[src/rtl/sincos_seq_ctrl.sv]
// sincos_seq_ctrl: shadow/active tone config with commit, resync and lock sequencing.
// Optional macro SINCOS_SEQ_AUTO_RECOVER_EN enables bounded automatic resync retries.
module sincos_seq_ctrl #(
  parameter int FREQ_NUM   = 5,
  parameter int PCMAW      = 11,
  parameter int RESYNC_CYC = 8,
  parameter int TIMEOUT    = 4096,
  parameter int MAX_RETRY  = 3
) (
  input  logic                   da_clk,
  input  logic                   rst,
  input  logic                   cfg_wr,
  input  logic [3:0]             cfg_addr,
  input  logic [15:0]            cfg_wdata,
  input  logic                   cfg_commit,
  output logic [16*FREQ_NUM-1:0] sc_sin_length,
  output logic [4*FREQ_NUM-1:0]  sc_cic_rate,
  output logic                   sc_resync,
  input  logic                   sc_iqpcm_valid,
  input  logic                   sc_err,
  output logic                   busy,
  output logic                   locked,
  output logic                   failed,
  output logic                   cfg_reject,
  output logic [1:0]             retry_cnt
);

`ifdef SINCOS_SEQ_AUTO_RECOVER_EN
  localparam bit AUTO_EN = 1'b1;
`else
  localparam bit AUTO_EN = 1'b0;
`endif

  localparam int LW   = PCMAW + 1;
  localparam int CMAX = (TIMEOUT > RESYNC_CYC) ? TIMEOUT : RESYNC_CYC;
  localparam int CW   = $clog2(CMAX);

  typedef enum logic [2:0] {
    S_IDLE,
    S_RESYNC,
    S_WAIT,
    S_RUN,
    S_RECOVER,
    S_FAIL
  } state_t;

  state_t        state_q, state_d;
  logic [CW-1:0] cnt_q, cnt_d;
  logic [1:0]    retry_q, retry_d;
  logic          pend_q, pend_d;
  logic          rej_q, rej_d;
  logic          commit_req;
  logic          accept;
  logic          shadow_ok;

  logic [LW-1:0] sh_len_q   [FREQ_NUM];
  logic [3:0]    sh_rate_q  [FREQ_NUM];
  logic [LW-1:0] act_len_q  [FREQ_NUM];
  logic [3:0]    act_rate_q [FREQ_NUM];

  logic [2:0] wr_idx;
  logic [3:0] wr_rate;
  logic       unused_wdata;

  assign wr_idx       = cfg_addr[3:1];
  assign wr_rate      = (cfg_wdata[3:0] > 4'd12) ? 4'd12 : cfg_wdata[3:0];
  assign unused_wdata = ^cfg_wdata[15:LW];

  // Shadow writes; tone indices beyond FREQ_NUM match no slot
  always_ff @(posedge da_clk or posedge rst) begin
    if (rst) begin
      for (int i = 0; i < FREQ_NUM; i++) begin
        sh_len_q[i]  <= '0;
        sh_rate_q[i] <= '0;
      end
    end else if (cfg_wr) begin
      for (int i = 0; i < FREQ_NUM; i++) begin
        if (int'(wr_idx) == i) begin
          if (cfg_addr[0]) sh_rate_q[i] <= wr_rate;
          else             sh_len_q[i]  <= cfg_wdata[LW-1:0];
        end
      end
    end
  end

  // Active copy is loaded from shadow only on an accepted commit
  always_ff @(posedge da_clk or posedge rst) begin
    if (rst) begin
      for (int i = 0; i < FREQ_NUM; i++) begin
        act_len_q[i]  <= '0;
        act_rate_q[i] <= '0;
      end
    end else if (accept) begin
      for (int i = 0; i < FREQ_NUM; i++) begin
        act_len_q[i]  <= sh_len_q[i];
        act_rate_q[i] <= sh_rate_q[i];
      end
    end
  end

  for (genvar g = 0; g < FREQ_NUM; g++) begin : g_out
    assign sc_sin_length[16*g +: 16] = 16'(act_len_q[g]);
    assign sc_cic_rate[4*g +: 4]     = act_rate_q[g];
  end

  // A commit is only legal when every tone has a non-zero length
  always_comb begin
    shadow_ok = 1'b1;
    for (int i = 0; i < FREQ_NUM; i++) begin
      if (sh_len_q[i] == '0) shadow_ok = 1'b0;
    end
  end

  // Sequencer state and counters
  always_ff @(posedge da_clk or posedge rst) begin
    if (rst) begin
      state_q <= S_IDLE;
      cnt_q   <= '0;
      retry_q <= '0;
      pend_q  <= 1'b0;
      rej_q   <= 1'b0;
    end else begin
      state_q <= state_d;
      cnt_q   <= cnt_d;
      retry_q <= retry_d;
      pend_q  <= pend_d;
      rej_q   <= rej_d;
    end
  end

  // Next state: commits while busy are deferred until RUN or FAIL
  always_comb begin
    state_d    = state_q;
    cnt_d      = cnt_q;
    retry_d    = retry_q;
    pend_d     = pend_q;
    commit_req = 1'b0;
    unique case (state_q)
      S_IDLE: commit_req = cfg_commit;
      S_RUN, S_FAIL: begin
        commit_req = cfg_commit | pend_q;
        pend_d     = 1'b0;
      end
      default: pend_d = pend_q | cfg_commit;
    endcase
    accept = commit_req & shadow_ok;
    rej_d  = commit_req & ~shadow_ok;
    if (accept) begin
      retry_d = '0;
      cnt_d   = '0;
      state_d = S_RESYNC;
    end else begin
      unique case (state_q)
        S_RESYNC: begin
          if (cnt_q == CW'(RESYNC_CYC - 1)) begin
            cnt_d   = '0;
            state_d = S_WAIT;
          end else begin
            cnt_d = cnt_q + 1'b1;
          end
        end
        S_WAIT: begin
          if (sc_iqpcm_valid) begin
            state_d = S_RUN;
          end else if (cnt_q == CW'(TIMEOUT - 1)) begin
            state_d = S_RECOVER;
          end else begin
            cnt_d = cnt_q + 1'b1;
          end
        end
        S_RUN: begin
          if (sc_err || !sc_iqpcm_valid) state_d = S_RECOVER;
        end
        S_RECOVER: begin
          if (AUTO_EN && (int'(retry_q) < MAX_RETRY)) begin
            retry_d = retry_q + 2'd1;
            cnt_d   = '0;
            state_d = S_RESYNC;
          end else begin
            state_d = S_FAIL;
          end
        end
        default: ;
      endcase
    end
  end

  assign sc_resync  = (state_q == S_RESYNC);
  assign busy       = (state_q == S_RESYNC) || (state_q == S_WAIT) ||
                      (state_q == S_RECOVER);
  assign locked     = (state_q == S_RUN);
  assign failed     = (state_q == S_FAIL);
  assign cfg_reject = rej_q;
  assign retry_cnt  = retry_q;

endmodule

[config.mk]
export PLATFORM = sky130hd
export DESIGN_NAME = sincos_seq_ctrl
export DESIGN_NICKNAME = d
export VERILOG_FILES = /design/src/rtl/sincos_seq_ctrl.sv
export SDC_FILE = /design/constraint.sdc
export NUM_CORES = 1
export LEC_CHECK = 0
export ABC_AREA = 1
export ABC_CLOCK_PERIOD_IN_PS = 6200
export BUFFER_PORTS_ARGS = -buffer_cell sky130_fd_sc_hd__clkbuf_2
export CAP_MARGIN = 25
export CORE_UTILIZATION = 56
export DETAILED_ROUTE_END_ITERATION = 7
export GPL_TIMING_DRIVEN = 0
export PLACE_DENSITY = 0.77
export SKIP_CTS_REPAIR_TIMING = 1
export SYNTH_ARGS = -nofsm -noshare
export SYNTH_HDL_FRONTEND = slang
export SYNTH_SLANG_ARGS = --single-unit
[constraint.sdc]
create_clock -name da_clk -period 6.2 [get_ports da_clk]
set_input_delay 0.62 -clock da_clk [delete_from_list [all_inputs] [get_ports da_clk]]
set_output_delay 0.62 -clock da_clk [all_outputs]
set_load 0.05 [all_outputs]
Yosys cells after proc, flatten, opt, wreduce, memory -nomap -nowiden
Index checks and enable logic that the tools add are counted.
{ "word_totals": {"wordCells": 92, "regBits": 177, "input_bits": 26, "output_inout_bits": 107} }
{ "op_classes": {"n_bitwise": 5, "magnitude_cmp": 1, "n_eq_ne": 16, "n_addsub": 1, "mux": 19, "reduce_logical": 26} }
{ "ops": {"columns": ["op", "n"], "rows": [
  ["logical NOT 12 bit", 5],
  ["two-way mux 12 bit", 4],
  ["AND reduction 3 bit", 11],
  ["case mux 12 bit (2 select lines)", 1],
  ["== test 3 bit (second input constant)", 5],
  ["two-way mux 3 bit", 5],
  ["adder 12 x 1 -> 12 bit (second input constant)", 1],
  ["== test 12 bit (second input constant)", 1],
  ["== test 12 x 3 -> 1 bit (second input constant)", 1],
  ["case mux 3 bit (4 select lines)", 1],
  ["== test 3 x 2 -> 1 bit (second input constant)", 3],
  ["logical NOT 3 bit", 2],
  ["!= test 3 x 1 -> 1 bit (second input constant)", 2],
  ["!= test 3 bit (second input constant)", 2],
  ["two-way mux 1 bit", 5],
  ["nonzero test 5 bit", 1],
  ["> comparator 4 bit (second input constant)", 1],
  ["two-way mux 4 bit", 1],
  ["!= test 4 bit (second input constant)", 1],
  ["case mux 1 bit (2 select lines)", 2],
  ["AND reduction 4 bit", 1],
  ["== test 3 x 1 -> 1 bit (second input constant)", 1],
  ["logical OR 1 bit", 3],
  ["nonzero test 3 bit", 1],
  ["5 further kinds", 7]
]} }

Depth between registers and ports, before layout
Gate-level depths: netlist of run 1.
{ "depth": {"word_depth": 9, "depth_mapped": 11, "depth_no_buf": 10} }

Worst setup path after synthesis of run 1
No wires, ideal clock.
{ "synth_timing": {"kind": "register to output", "from": "register state_q[2]", "to": "output port busy", "path_stages_with_launch": 6, "path_buffers": 0, "required_time_ps": 5580, "slack_ps": 3734, "arrival_time_ps": 1846, "cell_sequence": "dfrtp_1 -> inv_1 -> nand2_1 -> nor2_1 -> inv_1 -> nand3_1"} }
{ "synth_between": {"elab_chain_cells": 3} }
{ "synth_rtl": {"columns": ["item", "line_no", "rtl"], "rows": [
  ["start, declared", "47", "state_t state_q, state_d;"],
  ["start signal, assigned", "123", "state_q <= state_d;"],
  ["== test 3 x 1 -> 1 bit", null, null],
  ["named net sc_resync", "18", "output logic sc_resync,"],
  ["logical OR 1 bit (2 in a row)", "189", "assign busy = (state_q == S_RESYNC) || (state_q == S_WAIT) ||"],
  ["end, declared", "21", "output logic busy,"]
]} }
The timed path passes the listed nets, and every way through them passes these cells.

Worst setup path in the final report of run 1
{ "layout_timing": {"from": "register state_q[2]", "to": "output port busy"} }
{ "layout_between": {"elab_chain_cells": 3} }
{ "layout_rtl": {"columns": ["item", "line_no"], "rows": [
  ["== test 3 x 1 -> 1 bit / == test 3 x 2 -> 1 bit (equally long branches)", "189"],
  ["logical OR 1 bit", "189"],
  ["logical OR 1 bit *", "189"]
]} }
Mark *: on every way between the ends. The rest lies on a longest branch, timed or not.

==> results.py, run 1 <==
metrics = {
    "logic_synthesis": {
        "synthTopCellsByArea": "dfrtp_1 57%, nand2_1 11%, inv_1 5.7%",
        "synth_top_area_share_pct": 56.5,
        "synthTopCellsByCount": "235 x nand2_1, 177 x dfrtp_1, 120 x inv_1, 80 x o21ai_0, 50 x o21ai_2",
        "yosys.area.top_type": "dfrtp_1",
        "synth.avg_cell_area_um2": 8.93,
        "synth_cell_types": 25,
        "yosysWarnings": 0,
        "synth.most_common_cell": "nand2_1",
        "ys_ff_latch": 177,
        "synth_ff_type": "dfrtp_1",
        "synth_cells": 877,
        "synth_area_mm2": 0.00783,
        "ys_seq_area_share_pct": 56.5,
        "synth_edf_count": 0,
        "synthArstFlopShare_pct": 100,
    },
    "detailed_routing": {
        "viasPerCell": 5.13,
        "ant_nets": 0,
        "drc": 0,
        "drtIter0Drc": 409,
        "drt-pass1-iter-count": 5,
        "wl_mm": 17.4,
        "vias": 6208,
        "post_drt_wl_per_cell_um": 14.4,
    },
    "setup_path": {
        "reg2regPathDepth": 10,
        "slowest_stage": "dfrtp_1",
        "cp.required_ns": 5.58,
        "arrival_ns": 1.76,
        "path_cells": "inv_1 > nand2_1 > nor2_1 > inv_1 > nand3_1 > clkbuf_2",
        "max_stage_delay_ns": 0.44,
        "cp_max_fo": 5,
        "start_kind": "flip-flop",
        "reg2reg_from": "cnt_q[0]",
        "critPathCaptureType": "output port",
        "path_class": "flip-flop to output port",
        "r2r_slack_ns": 4.21,
        "r2r_end": "cnt_q[9]",
        "path_common_cell": "inv_1",
    },
    "die": {
        "dieHeight_um": 120,
        "core_area_mm2": 0.0135,
        "start_util_pct": 58.2,
        "die_w_um": 120,
        "ios": 133,
        "dieArea_mm2": 0.0145,
        "rows": 42,
    },
    "hold_path": {
        "hold_class": "primary input to asynchronous set/reset pin",
    },
    "sta": {
        "fin_crit_ns": 2.38,
        "worst_pin_slew_ns": 0.528,
        "slew_violations": 0,
        "setup_viol": 0,
        "period_share_pct": 38.4,
        "rsz0062_at_grt": "false",
        "fmax_ghz": 0.420,
        "finClkSkew_ns": 0.00730,
        "max_slew_margin_pct": 64.8,
        "hold_violations": 0,
    },
    "cts": {
        "clk_path_buf_depth": 2,
        "clockRootBuffer": "clkbuf_16",
        "clock-sinks": 177,
        "cts_htree_levels": 4,
        "clk_latency_ns": 0.42,
        "path_clk_slew_ns": 0.06,
        "cts_tree": "done",
        "cts_buffers": 17,
    },
    "placement": {
        "placement.io_buffers": 106,
        "dp_hpwl_mm": 12.2,
        "dpl.cell_count": 1181,
        "gp_congestion": 0.880,
        "dpl_cell_area_mm2": 0.00870,
    },
    "job": {
        "drv_cap": 0,
    },
    "power_and_ir_drop": {
        "irDropWorstVdd_mv": 0.301,
        "power_leakage_nw": 4.90,
        "pwr_density_cell_mw_per_mm2": 525,
    },
    "global_route": {
        "grt_antenna_before_repair": 0,
        "grt_pass1_wl_mm": 28.6,
        "grt_pass1_vias": 5835,
        "grt_overflow": 0,
        "gr-usage-all-layers_pct": 25.8,
        "grt_max_degree": 109,
    },
    "layout": {
        "fin_cells": 1209,
        "final_nets": 1051,
        "diodes": 0,
        "fillers": 1123,
        "drive_gt1_share_pct": 22.7,
        "area_growth_pct": 17.7,
        "design_area_mm2": 0.00922,
    },
    "status": {
        "outcome": "completed",
    },
}
## stage by stage
step           TNS, ns  util [%]  power [W]  setup slack [ns]  hold WS [ns]
2_1_floorplan        0         -    0.00338             0.778         0.447
3_3_place_gp   -188.39      64.4    0.00384             -1.07         0.465
3_5_place_dp         0      64.7    0.00389              4.22         0.468
4_1_cts              0      68.6    0.00487              3.83         0.254
5_1_grt              0      68.6    0.00512              3.70         0.267
6_report             0      68.6    0.00484              3.82         0.226
## power breakdown
part           internal (W)  switching, W  total, W
logic              0.000603       0.00157   0.00217
clock network      0.000563      0.000410  0.000973
registers           0.00148      0.000215   0.00169
total               0.00265       0.00219   0.00484
## critical path, delay by kind of cell (launching register included)
kind,cells,cell delay (ns)
buffers and inverters,3,0.51
DFF,1,0.44
and+or+nand+nor,3,0.38
## logic make-up (layout without fill, tap and decap cells)
group	after synthesis	count (layout)	synth area share, %
buffers and inverters	177	312	11.4
AOI/OAI and AO/OA	168	168	13.3
DFF	177	177	56.5
xor gates and xnor gates	5	5	0.559
other	1	22	0.0479
and+or+nand+nor	348	348	18.0
adders and majority gates	1	1	0.160
## flip-flops by register name, indices dropped and copies added, names as in the netlist
register / cells
sc_sin_length: 60
sh_len_q: 60
sc_cic_rate: 20
sh_rate_q: 20
cnt_q: 12
state_q: 3
cfg_reject: 1
pend_q: 1
## worst max path at each step
| stage | slack [ns] | startpoint | to | cells past startpoint |
|---|---|---|---|---|
| finish | 3.82 | state_q[2] | busy | 6 |
| global route | 3.70 | state_q[2] | busy | 6 |
| CTS | 3.83 | state_q[2] | busy | 6 |
| detailed placement | 4.22 | cfg_wr | sh_len_q[40] | 7 |
| global placement | -1.07 | rst | sc_sin_length[48] | 2 |
| floorplan | 0.78 | rst | cfg_reject | 1 |
## metal layers
| layer | vias up | global-route usage (%) | share of wire [%] |
|---|---|---|---|
| li1 | 3017 | - | - |
| met1 | 2984 | 34.9 | 45 |
| met2 | 174 | 40.9 | 48 |
| met3 | 33 | 5.90 | 5.5 |
| met4 | 0 | 9.65 | 2.1 |
| met5 | - | 0 | 0 |
## placed cells by master (no fill, tap or decap), types with 23 or more instances in the layout
cell type,count
nand2_1,235
dfrtp_1,177
inv_1,119
clkbuf_2,106
o21ai_0,80
o21ai_2,50
nor2_1,49
nand3_1,43
o21ai_1,30
buf_4,23
## cell type report
type                            instances  area (µm²)  share of cell area, %
Sequential cell                       177        4430                   48.0
Multi-Input combinational cell        544        2590                   28.1
Timing Repair Buffer                  107         558                   6.05
Clock buffer                           22         464                   5.03
Inverter                              120         458                   4.96
Buffer                                 57         439                   4.76
Tap cell                              176         220                   2.39
Clock inverter                          6        61.3                  0.665
No activity file was read; power rests on OpenSTA's default activity.
==> run 2, diff against run 1 <==
- ABC_AREA: 1 -> 0
- ABC_CLOCK_PERIOD_IN_PS: 6200 -> 2200
- clock period: 6.2 -> 2.2 ns (I/O delays scaled with it)
==> results.py, run 2 <==
metrics = {
    "layout": {
        "area_growth_pct": 26.1,
        "mostFrequentLayoutCells": "177 x dfrtp_1, 126 x mux2_2, 107 x clkbuf_2",
        "final_nets": 720,
        "drive_gt1_share_pct": 51.7,
        "design_area_mm2": 0.00935,
        "final_common_cell": "dfrtp_1",
        "diodes": 0,
        "fillers": 842,
    },
    "detailed_routing": {
        "viasPerCell": 5.50,
        "drtIter0Drc": 207,
        "drt-pass1-iter-count": 4,
        "drc": 0,
        "post_drt_wl_per_cell_um": 18.8,
        "vias": 4830,
        "wl_mm": 16.5,
        "ant_nets": 0,
    },
    "status": {
        "outcome": "complete, but fails checks",
        "violations": "setup timing",
    },
    "logic_synthesis": {
        "synth.most_common_cell": "dfrtp_1",
        "synth_cell_types": 51,
        "synthArstFlopShare_pct": 100,
        "synth_area_mm2": 0.00741,
        "synth_cells": 529,
        "yosysWarnings": 0,
        "synth.avg_cell_area_um2": 14.0,
        "ys_ff_latch": 177,
        "ys_seq_area_share_pct": 59.8,
        "synth_edf_count": 0,
        "synthTopCellsByCount": "177 x dfrtp_1, 126 x mux2_2, 34 x mux2_1, 25 x buf_4",
        "yosys.area.top_type": "dfrtp_1",
        "synth_ff_type": "dfrtp_1",
        "synthTopCellsByArea": "dfrtp_1 60%, mux2_2 19%, mux2_1 5.2%",
        "synth_top_area_share_pct": 59.8,
    },
    "die": {
        "ios": 133,
        "rows": 41,
        "die_w_um": 117,
        "core_area_mm2": 0.0128,
        "dieHeight_um": 117,
        "dieArea_mm2": 0.0137,
        "start_util_pct": 58.0,
    },
    "sta": {
        "max_slew_margin_pct": 44.1,
        "whs_ns": 0.116,
        "worst_pin_slew_ns": 0.831,
        "rsz0062_at_grt": "true",
        "fin_crit_ns": 2.22,
        "setup_viol": 15,
        "hold_violations": 0,
        "finClkSkew_ns": 0.0107,
        "fmax_ghz": 0.451,
        "period_share_pct": 101,
        "fin_ws_ns": -0.0161,
        "slew_violations": 0,
    },
    "setup_path": {
        "start_kind": "flip-flop",
        "cp.required_ns": 2.51,
        "arrival_ns": 2.52,
        "cp_max_fo": 8,
        "reg2regPathDepth": 7,
        "path_delay_family": "simple AND/OR/NAND/NOR gates",
        "path_class": "flip-flop to flip-flop",
        "reg2reg_from": "state_q[1]",
        "r2r_slack_ns": -0.02,
        "path_cells": "buf_6 > or3_4 > o21a_4 > nor3_4 > buf_8 > clkbuf_16 > mux2_4",
        "worstPathBufferInverterCount": 3,
        "slowest_stage": "dfrtp_1",
        "r2r_end": "sc_cic_rate[4]",
        "max_stage_delay_ns": 0.37,
        "critPathCaptureType": "flip-flop",
    },
    "power_and_ir_drop": {
        "p_int_w": 0.00967,
        "power_leakage_nw": 4.43,
        "pwr_density_cell_mw_per_mm2": 1760,
        "irDropWorstVdd_mv": 1.07,
        "swShare_pct": 41.2,
        "p_switching_w": 0.00677,
        "sequentialPowerShare_pct": 31.5,
        "p_comb_share_pct": 48.6,
        "p_clk_share_pct": 19.9,
    },
    "cts": {
        "cts_tree": "done",
        "clk_latency_ns": 0.43,
        "clock-sinks": 177,
        "cts_buffers": 17,
        "path_clk_slew_ns": 0.06,
        "cts_htree_levels": 4,
        "clk_path_buf_depth": 2,
        "clockRootBuffer": "clkbuf_16",
    },
    "hold_path": {
        "hold_start": "cfg_commit",
        "holdPathEnd": "pend_q",
        "hold_class": "primary input to flip-flop",
        "whs_path_depth": 3,
    },
    "global_route": {
        "grt_overflow": 0,
        "grt_max_degree": 48,
        "grt_pass1_wl_mm": 25.1,
        "grt_antenna_before_repair": 1,
        "gr-usage-all-layers_pct": 25.2,
        "grt_pass1_vias": 4778,
    },
    "placement": {
        "dpl_cell_area_mm2": 0.00832,
        "dp_hpwl_mm": 11.1,
        "gp_congestion": 0.822,
        "placement.io_buffers": 106,
    },
    "job": {
        "drv_cap": 0,
    },
}
==> run 2: area by class of cell <==
class / instances / area [µm²] / area share (%)
Tap cell: 172 / 215 / 2.30
Inverter: 5 / 22.5 / 0.241
Clock buffer: 19 / 443 / 4.74
Buffer: 45 / 353 / 3.77
Multi-Input combinational cell: 323 / 2910 / 31.1
Sequential cell: 177 / 4430 / 47.4
Clock inverter: 13 / 208 / 2.22
Timing Repair Buffer: 124 / 768 / 8.22
==> run 2: routing by layer <==
| layer | track usage, % | routed length [µm] | up-vias |
|---|---|---|---|
| met5 | 0 | 13 | - |
| met2 | 39.3 | 8000 | 126 |
| met3 | 5.41 | 736 | 28 |
| li1 | - | - | 2189 |
| met1 | 34.7 | 7400 | 2485 |
| met4 | 10.5 | 334 | 2 |
==> run 2: kinds of logic (layout without fill, tap and decap cells) <==
family                   after synthesis  after routing  synth area share (%)
AO/OA/AOI/OAI                         33             33                  2.70
XOR/XNOR                               3              3                 0.355
adder cells (fa/ha/maj)                1              1                 0.169
buffers and inverters                 50            206                  4.39
flip-flops                           177            177                  59.8
multiplexers                         162            162                  24.6
other                                  1             22                0.0506
AND/OR/NAND/NOR                      102            102                  8.00
==> run 2: power groups by stage <==
stage	registers (W)	clock network (W)	logic, W
final	0.00517	0.00328	0.00799
after global routing	0.00530	0.00346	0.00840
after CTS	0.00512	0.00332	0.00681
after detailed placement	0.00517	0	0.00679
after global placement	0.00510	0	0.00663
after floorplan	0.00742	0	0.00292
==> run 2: how the worst max path moves through the flow <==
stage          cells after the start  slack [ns]  startpoint                 to
3_5_place_dp                       7       -0.18  state_q[1]  sc_sin_length[66]
3_3_place_gp                       2       -1.15         rst           cnt_q[9]
6_report                           7       -0.02  state_q[1]     sc_cic_rate[4]
2_1_floorplan                      1       -0.29         rst         cfg_reject
5_1_grt                            7       -0.08  state_q[1]     sc_cic_rate[4]
4_1_cts                            7       -0.21  state_q[1]     sc_cic_rate[8]
==> run 2: tightest hold or removal path: cells and delay by family <==
kind,cells,cell delay [ns]
AOI/OAI and AO/OA,2,0.18
buffers and inverters,1,0.10
==> run 2: metrics by stage <==
stage                     instances  setup WS, ns  total power, W  TNS, ns  util, %
after floorplan                 550        -0.287          0.0103   -50.73        -
after global placement          828         -1.15          0.0117  -208.14     64.5
after detailed placement        832        -0.185          0.0120    -9.44     65.1
after CTS                       864        -0.207          0.0153   -11.26     70.2
after global routing            878       -0.0835          0.0172    -4.15     73.2
final                           878       -0.0161          0.0164   -0.109     73.2
